### src/rtl/branch_predictor.sv
// Branch predictor: direct-mapped table of saturating direction counters,
// jump flags and branch targets, with a registered one-cycle lookup port and
// a single resolve/update port fed from the ID stage.
// Optional feature: define BP_TAG_EN to add per-entry tags so that a hit
// also requires the PC tag to match. When it is not defined, an entry hits
// whenever it is valid, so PCs that share an index alias onto one entry.
module branch_predictor #(
  parameter int DATA_W  = 64,
  parameter int ENTRIES = 64,
  parameter int CTR_W   = 2,
  parameter int TAG_W   = 8
) (
  input  logic              clk,
  input  logic              arst,
  input  logic              en,
  input  logic              lkp_valid,
  input  logic [DATA_W-1:0] lkp_pc,
  input  logic              upd_valid,
  input  logic [DATA_W-1:0] upd_pc,
  input  logic              upd_is_branch,
  input  logic              upd_taken,
  input  logic [DATA_W-1:0] upd_target,
  input  logic              inv_all,
  output logic              pred_valid,
  output logic              pred_taken,
  output logic [DATA_W-1:0] pred_target
);

  localparam int IDX_W = $clog2(ENTRIES);

  // Counter landmarks: saturated, weakly taken (allocation), weakly not-taken (reset).
  localparam logic [CTR_W-1:0] CTR_MAX = {CTR_W{1'b1}};
  localparam logic [CTR_W-1:0] CTR_WT  = CTR_W'(1) << (CTR_W - 1);
  localparam logic [CTR_W-1:0] CTR_WNT = CTR_WT - CTR_W'(1);

  // Per-entry state. Valid, counter and jump flag are reset; target and tag
  // are only meaningful once valid is set, so they stay unreset.
  logic              valid_q [ENTRIES];
  logic [CTR_W-1:0]  ctr_q   [ENTRIES];
  logic              jmp_q   [ENTRIES];
  logic [DATA_W-1:0] tgt_q   [ENTRIES];

  logic              pred_valid_q;
  logic              pred_taken_q;
  logic [DATA_W-1:0] pred_target_q;

  logic [IDX_W-1:0]  lkp_idx;
  logic [IDX_W-1:0]  upd_idx;
  logic              lkp_tag_ok;
  logic              upd_tag_ok;
  logic              lkp_hit;
  logic              lkp_taken;
  logic [DATA_W-1:0] lkp_target;

  logic              upd_hit;
  logic              upd_dir_taken;
  logic              upd_we;
  logic              upd_tgt_we;
  logic [CTR_W-1:0]  upd_ctr_d;
  logic              upd_jmp_d;

  // The two lowest PC bits never take part in index or tag; they are folded
  // here so that the rest of the PC bits are visibly consumed.
  logic unused_pc_bits;
  assign unused_pc_bits = ^{lkp_pc, upd_pc};

  assign lkp_idx = lkp_pc[IDX_W+1:2];
  assign upd_idx = upd_pc[IDX_W+1:2];

`ifdef BP_TAG_EN
  logic [TAG_W-1:0] tag_q [ENTRIES];
  logic [TAG_W-1:0] lkp_tag;
  logic [TAG_W-1:0] upd_tag;

  assign lkp_tag    = lkp_pc[IDX_W+TAG_W+1:IDX_W+2];
  assign upd_tag    = upd_pc[IDX_W+TAG_W+1:IDX_W+2];
  assign lkp_tag_ok = (tag_q[lkp_idx] == lkp_tag);
  assign upd_tag_ok = (tag_q[upd_idx] == upd_tag);
`else
  assign lkp_tag_ok = 1'b1;
  assign upd_tag_ok = 1'b1;
`endif

  // Lookup: combinational read of the current (pre-update) entry.
  always_comb begin
    lkp_hit    = valid_q[lkp_idx] && lkp_tag_ok;
    lkp_taken  = lkp_hit && (jmp_q[lkp_idx] || ctr_q[lkp_idx][CTR_W-1]);
    lkp_target = lkp_taken ? tgt_q[lkp_idx] : lkp_pc + DATA_W'(4);
  end

  // Update: decide whether and how the indexed entry changes this cycle.
  // NOTE: every output of this block gets a default first so no latch is inferred.
  always_comb begin
    upd_hit       = valid_q[upd_idx] && upd_tag_ok;
    upd_dir_taken = !upd_is_branch || upd_taken;
    upd_we        = 1'b0;
    upd_tgt_we    = 1'b0;
    upd_ctr_d     = ctr_q[upd_idx];
    upd_jmp_d     = jmp_q[upd_idx];
    if (en && upd_valid && !inv_all) begin
      if (upd_hit) begin
        upd_we = 1'b1;
        if (upd_dir_taken) begin
          upd_tgt_we = 1'b1;
          upd_jmp_d  = !upd_is_branch;
          upd_ctr_d  = (ctr_q[upd_idx] == CTR_MAX) ? CTR_MAX : ctr_q[upd_idx] + CTR_W'(1);
        end else begin
          upd_ctr_d  = (ctr_q[upd_idx] == '0) ? '0 : ctr_q[upd_idx] - CTR_W'(1);
        end
      end else if (upd_dir_taken) begin
        upd_we     = 1'b1;
        upd_tgt_we = 1'b1;
        upd_jmp_d  = !upd_is_branch;
        upd_ctr_d  = upd_is_branch ? CTR_WT : CTR_MAX;
      end
    end
  end

  // Table control state: reset, bulk invalidate, or single-entry update.
  // NOTE: this array is reset on purpose (valid/counter/jump have defined reset
  // values); the wide target/tag arrays live in a separate unreset block.
  always_ff @(posedge clk or posedge arst) begin
    if (arst) begin
      for (int i = 0; i < ENTRIES; i++) begin
        valid_q[i] <= 1'b0;
        ctr_q[i]   <= CTR_WNT;
        jmp_q[i]   <= 1'b0;
      end
    end else if (en) begin
      if (inv_all) begin
        for (int i = 0; i < ENTRIES; i++) begin
          valid_q[i] <= 1'b0;
        end
      end else if (upd_we) begin
        valid_q[upd_idx] <= 1'b1;
        ctr_q[upd_idx]   <= upd_ctr_d;
        jmp_q[upd_idx]   <= upd_jmp_d;
      end
    end
  end

  // Target (and tag) storage: written only when an entry is allocated or taken-updated.
  always_ff @(posedge clk) begin
    if (upd_tgt_we) begin
      tgt_q[upd_idx] <= upd_target;
`ifdef BP_TAG_EN
      tag_q[upd_idx] <= upd_tag;
`endif
    end
  end

  // Prediction register: one-cycle lookup result, dropped by reset.
  always_ff @(posedge clk or posedge arst) begin
    if (arst) begin
      pred_valid_q  <= 1'b0;
      pred_taken_q  <= 1'b0;
      pred_target_q <= '0;
    end else if (en) begin
      pred_valid_q <= lkp_valid;
      if (lkp_valid) begin
        pred_taken_q  <= lkp_taken;
        pred_target_q <= lkp_target;
      end
    end
  end

  assign pred_valid  = pred_valid_q;
  assign pred_taken  = pred_taken_q;
  assign pred_target = pred_target_q;

endmodule

### config.mk
export PLATFORM = sky130hd
export DESIGN_NAME = branch_predictor
export DESIGN_NICKNAME = d
export VERILOG_FILES = /design/src/rtl/branch_predictor.sv
export SDC_FILE = /design/constraint.sdc
export NUM_CORES = 2
export LEC_CHECK = 0
export BUFFER_PORTS_ARGS = -buffer_cell sky130_fd_sc_hd__buf_2
export CAP_MARGIN = 30
export CORE_AREA = 4 4 646 488
export CTS_CLUSTER_DIAMETER = 80
export DETAILED_ROUTE_END_ITERATION = 10
export DIE_AREA = 0 0 650 492
export PLACE_DENSITY = 0.75
export SLEW_MARGIN = 25
export SYNTH_ARGS = -nofsm -noshare
export SYNTH_HDL_FRONTEND = slang
export SYNTH_SLANG_ARGS = --single-unit
### constraint.sdc
create_clock -name clk -period 16.55 [get_ports clk]
set_input_delay 0.8275 -clock clk [delete_from_list [all_inputs] [get_ports clk]]
set_output_delay 0.8275 -clock clk [all_outputs]
set_load 0.02 [all_outputs]
# Word level (Yosys, flattened, before mapping)
# Memory sizes are Yosys's and may differ from the RTL's.
# Cells that the tools add are included.
word_totals:
  register_bits: 322
  latchBits: 0
  ram_bits: 4096
  romBits: 0
  wordCells: 262
  memories: 1
mem_list:
  columns: ["name", "words", "width", "read_ports", "rd_ports_with_merged_regs", "write_ports", "line", "rtl"]
  rows:
  - ["tgt_q", 64, 64, 1, 0, 1, "41", "logic [DATA_W-1:0] tgt_q [ENTRIES];"]
classes:
  add_sub_neg: 3
  mul: 0
  div_mod_pow: 0
  n_lt_le_gt_ge: 3
  n_eq_ne: 1
  n_shift: 0
  n_mux: 42
  n_bitwise: 4
  n_reduce_logical: 13
op_table:
  columns: ["cell", "n"]
  rows:
  - ["two-way mux 64 bit", 3]
  - ["bitwise mux 128 bit", 1]
  - ["adder 64 x 3 -> 64 bit (second input constant)", 1]
  - ["bitwise mux 64 bit", 1]
  - ["bitwise OR 64 bit", 1]
  - ["binary-select mux 1 bit (select 6 bit)", 4]
  - ["binary-select mux 2 bit (select 6 bit)", 2]
  - ["two-way mux 2 bit", 11]
  - ["two-way mux 1 bit", 18]
  - ["greater-or-equal comparator 7 bit (second input constant)", 2]
  - ["NOT 6 -> 7 bit", 2]
  - ["demux 2 bit (select 6 bit)", 1]
  - ["less-than comparator 7 x 1 -> 1 bit (second input constant)", 1]
  - ["demux 1 bit (select 6 bit)", 1]
  - ["logical AND 1 bit", 4]
  - ["AND reduction 2 bit", 2]
  - ["AND reduction 3 bit", 1]
  - ["adder 2 x 1 -> 2 bit (second input constant)", 1]
  - ["== test 2 bit (second input constant)", 1]
  - ["logical NOT 1 bit", 2]
  - ["logical NOT 2 bit", 1]
  - ["logical OR 1 bit", 2]
  - ["nonzero test 2 bit", 1]
  - ["subtractor 2 x 1 -> 2 bit (second input constant)", 1]
  - ["NOT 1 bit", 1]

# Longest topological paths before layout
logic_depth:
  ltp_word: 10
  ltp_mapped: 15
  depth_no_buf: 10

# Least setup slack after synthesis
# Ideal clock, no wire load.
synth_path:
  path_type: "input to register"
  startpoint: "in upd_pc[3]"
  endpoint: "mem tgt_q[15][0] (enable)"
  arrival_time_ns: 4.902
  required_ns: 16.063
  slack_ns: 11.161
  cell_stages: 7
  path_cell_list: "buf_4 > buf_4 > buf_2 > buf_2 > clkbuf_1 > nand3_1 > nor2_1"
synth_lines:
  columns: ["element", "line", "rtl"]
  rows:
  - ["start: declaration", "19", "input logic [DATA_W-1:0] upd_pc,"]
  - ["end: declaration", "41", null]
# No word-level cell before the write port.

# Worst setup path in the final report
layout_path:
  startpoint: "in lkp_pc[2]"
  endpoint: "reg pred_target_q[26], in the netlist pred_target[26]"
layout_between:
  elab_chain_cells: 7
  elab_cells_between_ends: 15
  cone_classes: "add/sub: 1; mux: 10; bitwise: 1; reduce/logical: 2; memory: 1"
layout_rtl:
  columns: ["element", "line", "rtl"]
  rows:
  - ["start: declaration", "17", "input logic [DATA_W-1:0] lkp_pc,"]
  - ["parallel branches: the longest is 6 deep, another holds adder 64 x 3 -> 64 bit", null, null]
  - ["two-way mux 64 bit (*)", "88", "lkp_target = lkp_taken ? tgt_q[lkp_idx] : lkp_pc + DATA_W'(4);"]
  - ["end signal: assignment", "162", "pred_target_q <= lkp_target;"]
  - ["end: declaration", "45", "logic [DATA_W-1:0] pred_target_q;"]
# Every way passes the cells marked *. The select of a mux whose other input is x is not followed.
# A chain may end at the register's enable or synchronous reset.

==> flow_metrics.env <==
export IMPL_period_share_pct=37.77
export IMPL_synthSimpleGateAreaFrac_pct=1.346
export IMPL_grt_first_pass_wirelength_um=696400
export IMPL_cts_setup_buffers=0
export IMPL_cp_cell_sequence="buf_12, buf_4, buf_4, buf_4, buf_4, buf_4, mux4_2, mux4_2, mux4_2, mux2i_1, o21ai_0"
export IMPL_final_setup_tns_ns=0
export IMPL_post_cts_resized=0
export IMPL_nNetsFinal=8133
export IMPL_setup_viol=0
export IMPL_synth_top_family_by_area="multiplexers"
export IMPL_synth_warnings=0
export IMPL_cts_hold_fix_buffers=0
export IMPL_track_usage_pct=31.18
export IMPL_comb_power_share_pct=5.3
export IMPL_grt_overflow=0
export IMPL_ys_seq_area_share_pct=76.19
export IMPL_swShare_pct=21.58
export IMPL_ioPinCount=266
export IMPL_max_slew_margin_rel_pct=26.92
export IMPL_synth_seq_cells=4418
export IMPL_power_switching_mw=5.000
export IMPL_worstSetupEndpointType="register"
export IMPL_powerDensity_nw_per_um2=119.4
export IMPL_dpl_hpwl_um=247000
export IMPL_arrival_ns=7.01
export IMPL_crit_path_max_incr_delay_ns=0.75
export IMPL_required_ns=17.31
export IMPL_rows=177
export IMPL_dr_pass1_iters=8
export IMPL_avgViaCountPerCell=7.172
export IMPL_htreeDepth=5
export IMPL_synth_fa_ha_area_share_pct=0.01381
export IMPL_p_leak_nw=62.92
export IMPL_yosysTopAreaCell="edfxtp_1"
export IMPL_async_reset_ff_share_pct=7.288
export IMPL_cap_viol_max_count=0
export IMPL_p_seq_share_pct=53.0
export IMPL_critPathLaunchType="input pin"
export IMPL_drt_iter0_markers=16362
export IMPL_skew_ns=0.06074
export IMPL_core_area_um2=308900
export IMPL_period_needed_ns=6.250
export IMPL_port_buffers=207
export IMPL_drt_wl_total_um=505100
export IMPL_die_x_um=650
export IMPL_netlist_instances=7466
export IMPL_synth_area_top_cells="edfxtp_1 71%, mux4_2 18%, dfrtp_1 3.8%, dfstp_2 0.98%, mux2_2 0.84%"
export IMPL_grt_max_degree=141
export IMPL_synth_cell_types=66
export IMPL_cp_top_family="buffers and inverters"
export IMPL_synth_common_cells="4096 x edfxtp_1, 1366 x mux4_2, 305 x clkbuf_1, 258 x dfrtp_1, 175 x nand2_1"
export IMPL_slowest_stage="buf_4"
export IMPL_synth_edf_count=4096
export IMPL_rsz0062_at_grt="no"
export IMPL_synth_compound_area_share_pct=1.402
export IMPL_antenna_found_initial=39
export IMPL_cts_buffer_depth=4
export IMPL_netlist_area_um2=172100
export IMPL_reg2reg_slack_ns=12.24
export IMPL_clk_latency_ns=0.95
export IMPL_p_int_mw=18.17
export IMPL_ant_nets=0
export IMPL_syn2layout_area_growth_pct=12.75
export IMPL_synth_flop_cell="edfxtp_1"
export IMPL_num_vias=89039
export IMPL_drive_gt1_share_pct=33.34
export IMPL_cts_buffers=410
export IMPL_initial_utilization_pct=55.71
export IMPL_worst_slew_pin_slew_ns=1.096
export IMPL_cts_tree="done"
export IMPL_synth_most_common_cell="edfxtp_1"
export IMPL_crit_buf_inv=6
export IMPL_clockPowerShare_pct=41.7
export IMPL_drc=0
export IMPL_synth_xor_area_share_pct=0.3053
export IMPL_cp_max_fo=73
export IMPL_die_area_um2=319800
export IMPL_cts_num_sinks=4418
export IMPL_ir_worst_vdd_uv=105.5
export IMPL_fmax_mhz=160.0
export IMPL_path_class="in -> reg"
export IMPL_synth_avg_cell_area_um2=23.05
export IMPL_die_h_um=492
export IMPL_gp_congestion=0.9158
export IMPL_synth_fp_nets=7667
export IMPL_crit_top_cell="buf_4"
export IMPL_grt_pass1_vias=88093
export IMPL_status="finished, final reports clean"
export IMPL_final_max_slew_viol_count=0
export IMPL_clkTransAtPathRegs_ns=0.06
export IMPL_hold_path_class="in -> async"
export IMPL_synthMuxAreaShare_pct=19.67
export IMPL_wl_per_cell_um=40.69
export IMPL_clockRootBuffer="clkbuf_16"
export IMPL_power_mw=23.17
export IMPL_final_hold_viol_count=0
export IMPL_yosys_area_top_type_share_pct=71.46
-- worst paths after layout --
check,from,endpoint,depth (start not counted)
max,lkp_pc[2],pred_target[26],11
min,arst,ctr_q[47],2
max reg2reg,valid_q[37],ctr_q[126],11
min reg2reg,pred_target[62],pred_target[62],2
max in group asynchronous,arst,jmp_q[27],4
min in group clk,en,pred_valid,2
-- metrics by stage --
stage	instances	setup WS [ns]	hold WS, ns	cell area (um2)	utilization (%)
floorplan	7466	6.915	0.4490	172100	-
global placement	11570	9.307	0.4652	178900	57.91
detailed placement	11588	9.262	0.4662	179400	58.06
CTS	12341	10.18	0.03346	192800	62.42
global route	12400	9.768	0.08916	194000	62.80
finish	12414	10.30	0.04530	194100	62.81
-- final cells by class --
| type | instances | area [um2] |
|---|---|---|
| Tap cell | 4117 | 5151 |
| Sequential cell | 4418 | 131100 |
| Antenna cell | 24 | 60.06 |
| Timing Repair Buffer | 496 | 4469 |
| Fill cell | 19504 | 114900 |
| Multi-Input combinational cell | 2589 | 39680 |
| Clock inverter | 239 | 2556 |
| Inverter | 17 | 83.83 |
| Clock buffer | 514 | 10920 |
-- power by group through the flow --
stage,clock [mW],sequential [mW],combinational [mW]
2_1_floorplan,0,12.6,0.651
3_3_place_gp,0,12.5,1.13
3_5_place_dp,0,12.5,1.16
4_1_cts,9.69,12.3,1.18
5_1_grt,10.2,12.3,1.27
6_report,9.66,12.3,1.22
-- state kept, by name, summed over array words and instances (netlist names) --
| register | flops |
|---|---|
| tgt_q | 4096 |
| ctr_q | 128 |
| jmp_q | 64 |
| pred_target | 64 |
| valid_q | 64 |
| pred_taken | 1 |
| pred_valid | 1 |
-- cell families after synthesis --
logic type,after synthesis
buffers and inverters,459
adder cells (fa/ha/maj),2
AND/OR/NAND/NOR,508
flip-flops,4418
XOR/XNOR,60
AO/OA/AOI/OAI,379
multiplexers,1640
-- layout by cell type (no fill, tap or decap), drive strengths merged, types with 49 or more instances in the layout --
| cell | count |
|---|---|
| mux2 | 168 |
| edfxtp | 4096 |
| dfstp | 64 |
| mux4 | 1366 |
| dfrtp | 258 |
| mux2i | 106 |
| nor2 | 154 |
| clkinv | 167 |
| a21oi | 65 |
| and3 | 49 |
| clkbuf | 515 |
| nand2 | 175 |
| o21ai | 132 |
| buf | 495 |
-- metal layers --
layer  track usage, %  vias to the layer above  share of wire [%]
met1            42.45                    46617                 33
met2            46.56                     8232                 46
li1                 -                    32709                  -
met5                0                        -              0.035
met4            16.20                       28                6.3
met3            8.908                     1453                 14
-- worst register-to-register path, delay by kind of cell (launching register included) --
kind / cells / cell delay (ns)
AOI/OAI and AO/OA: 6 / 2.35
muxes: 2 / 0.54
buffers and inverters: 2 / 0.81
and+or+nand+nor: 1 / 0.14
DFF: 1 / 0.41
Note: power is estimated with default switching activity, not from simulation.
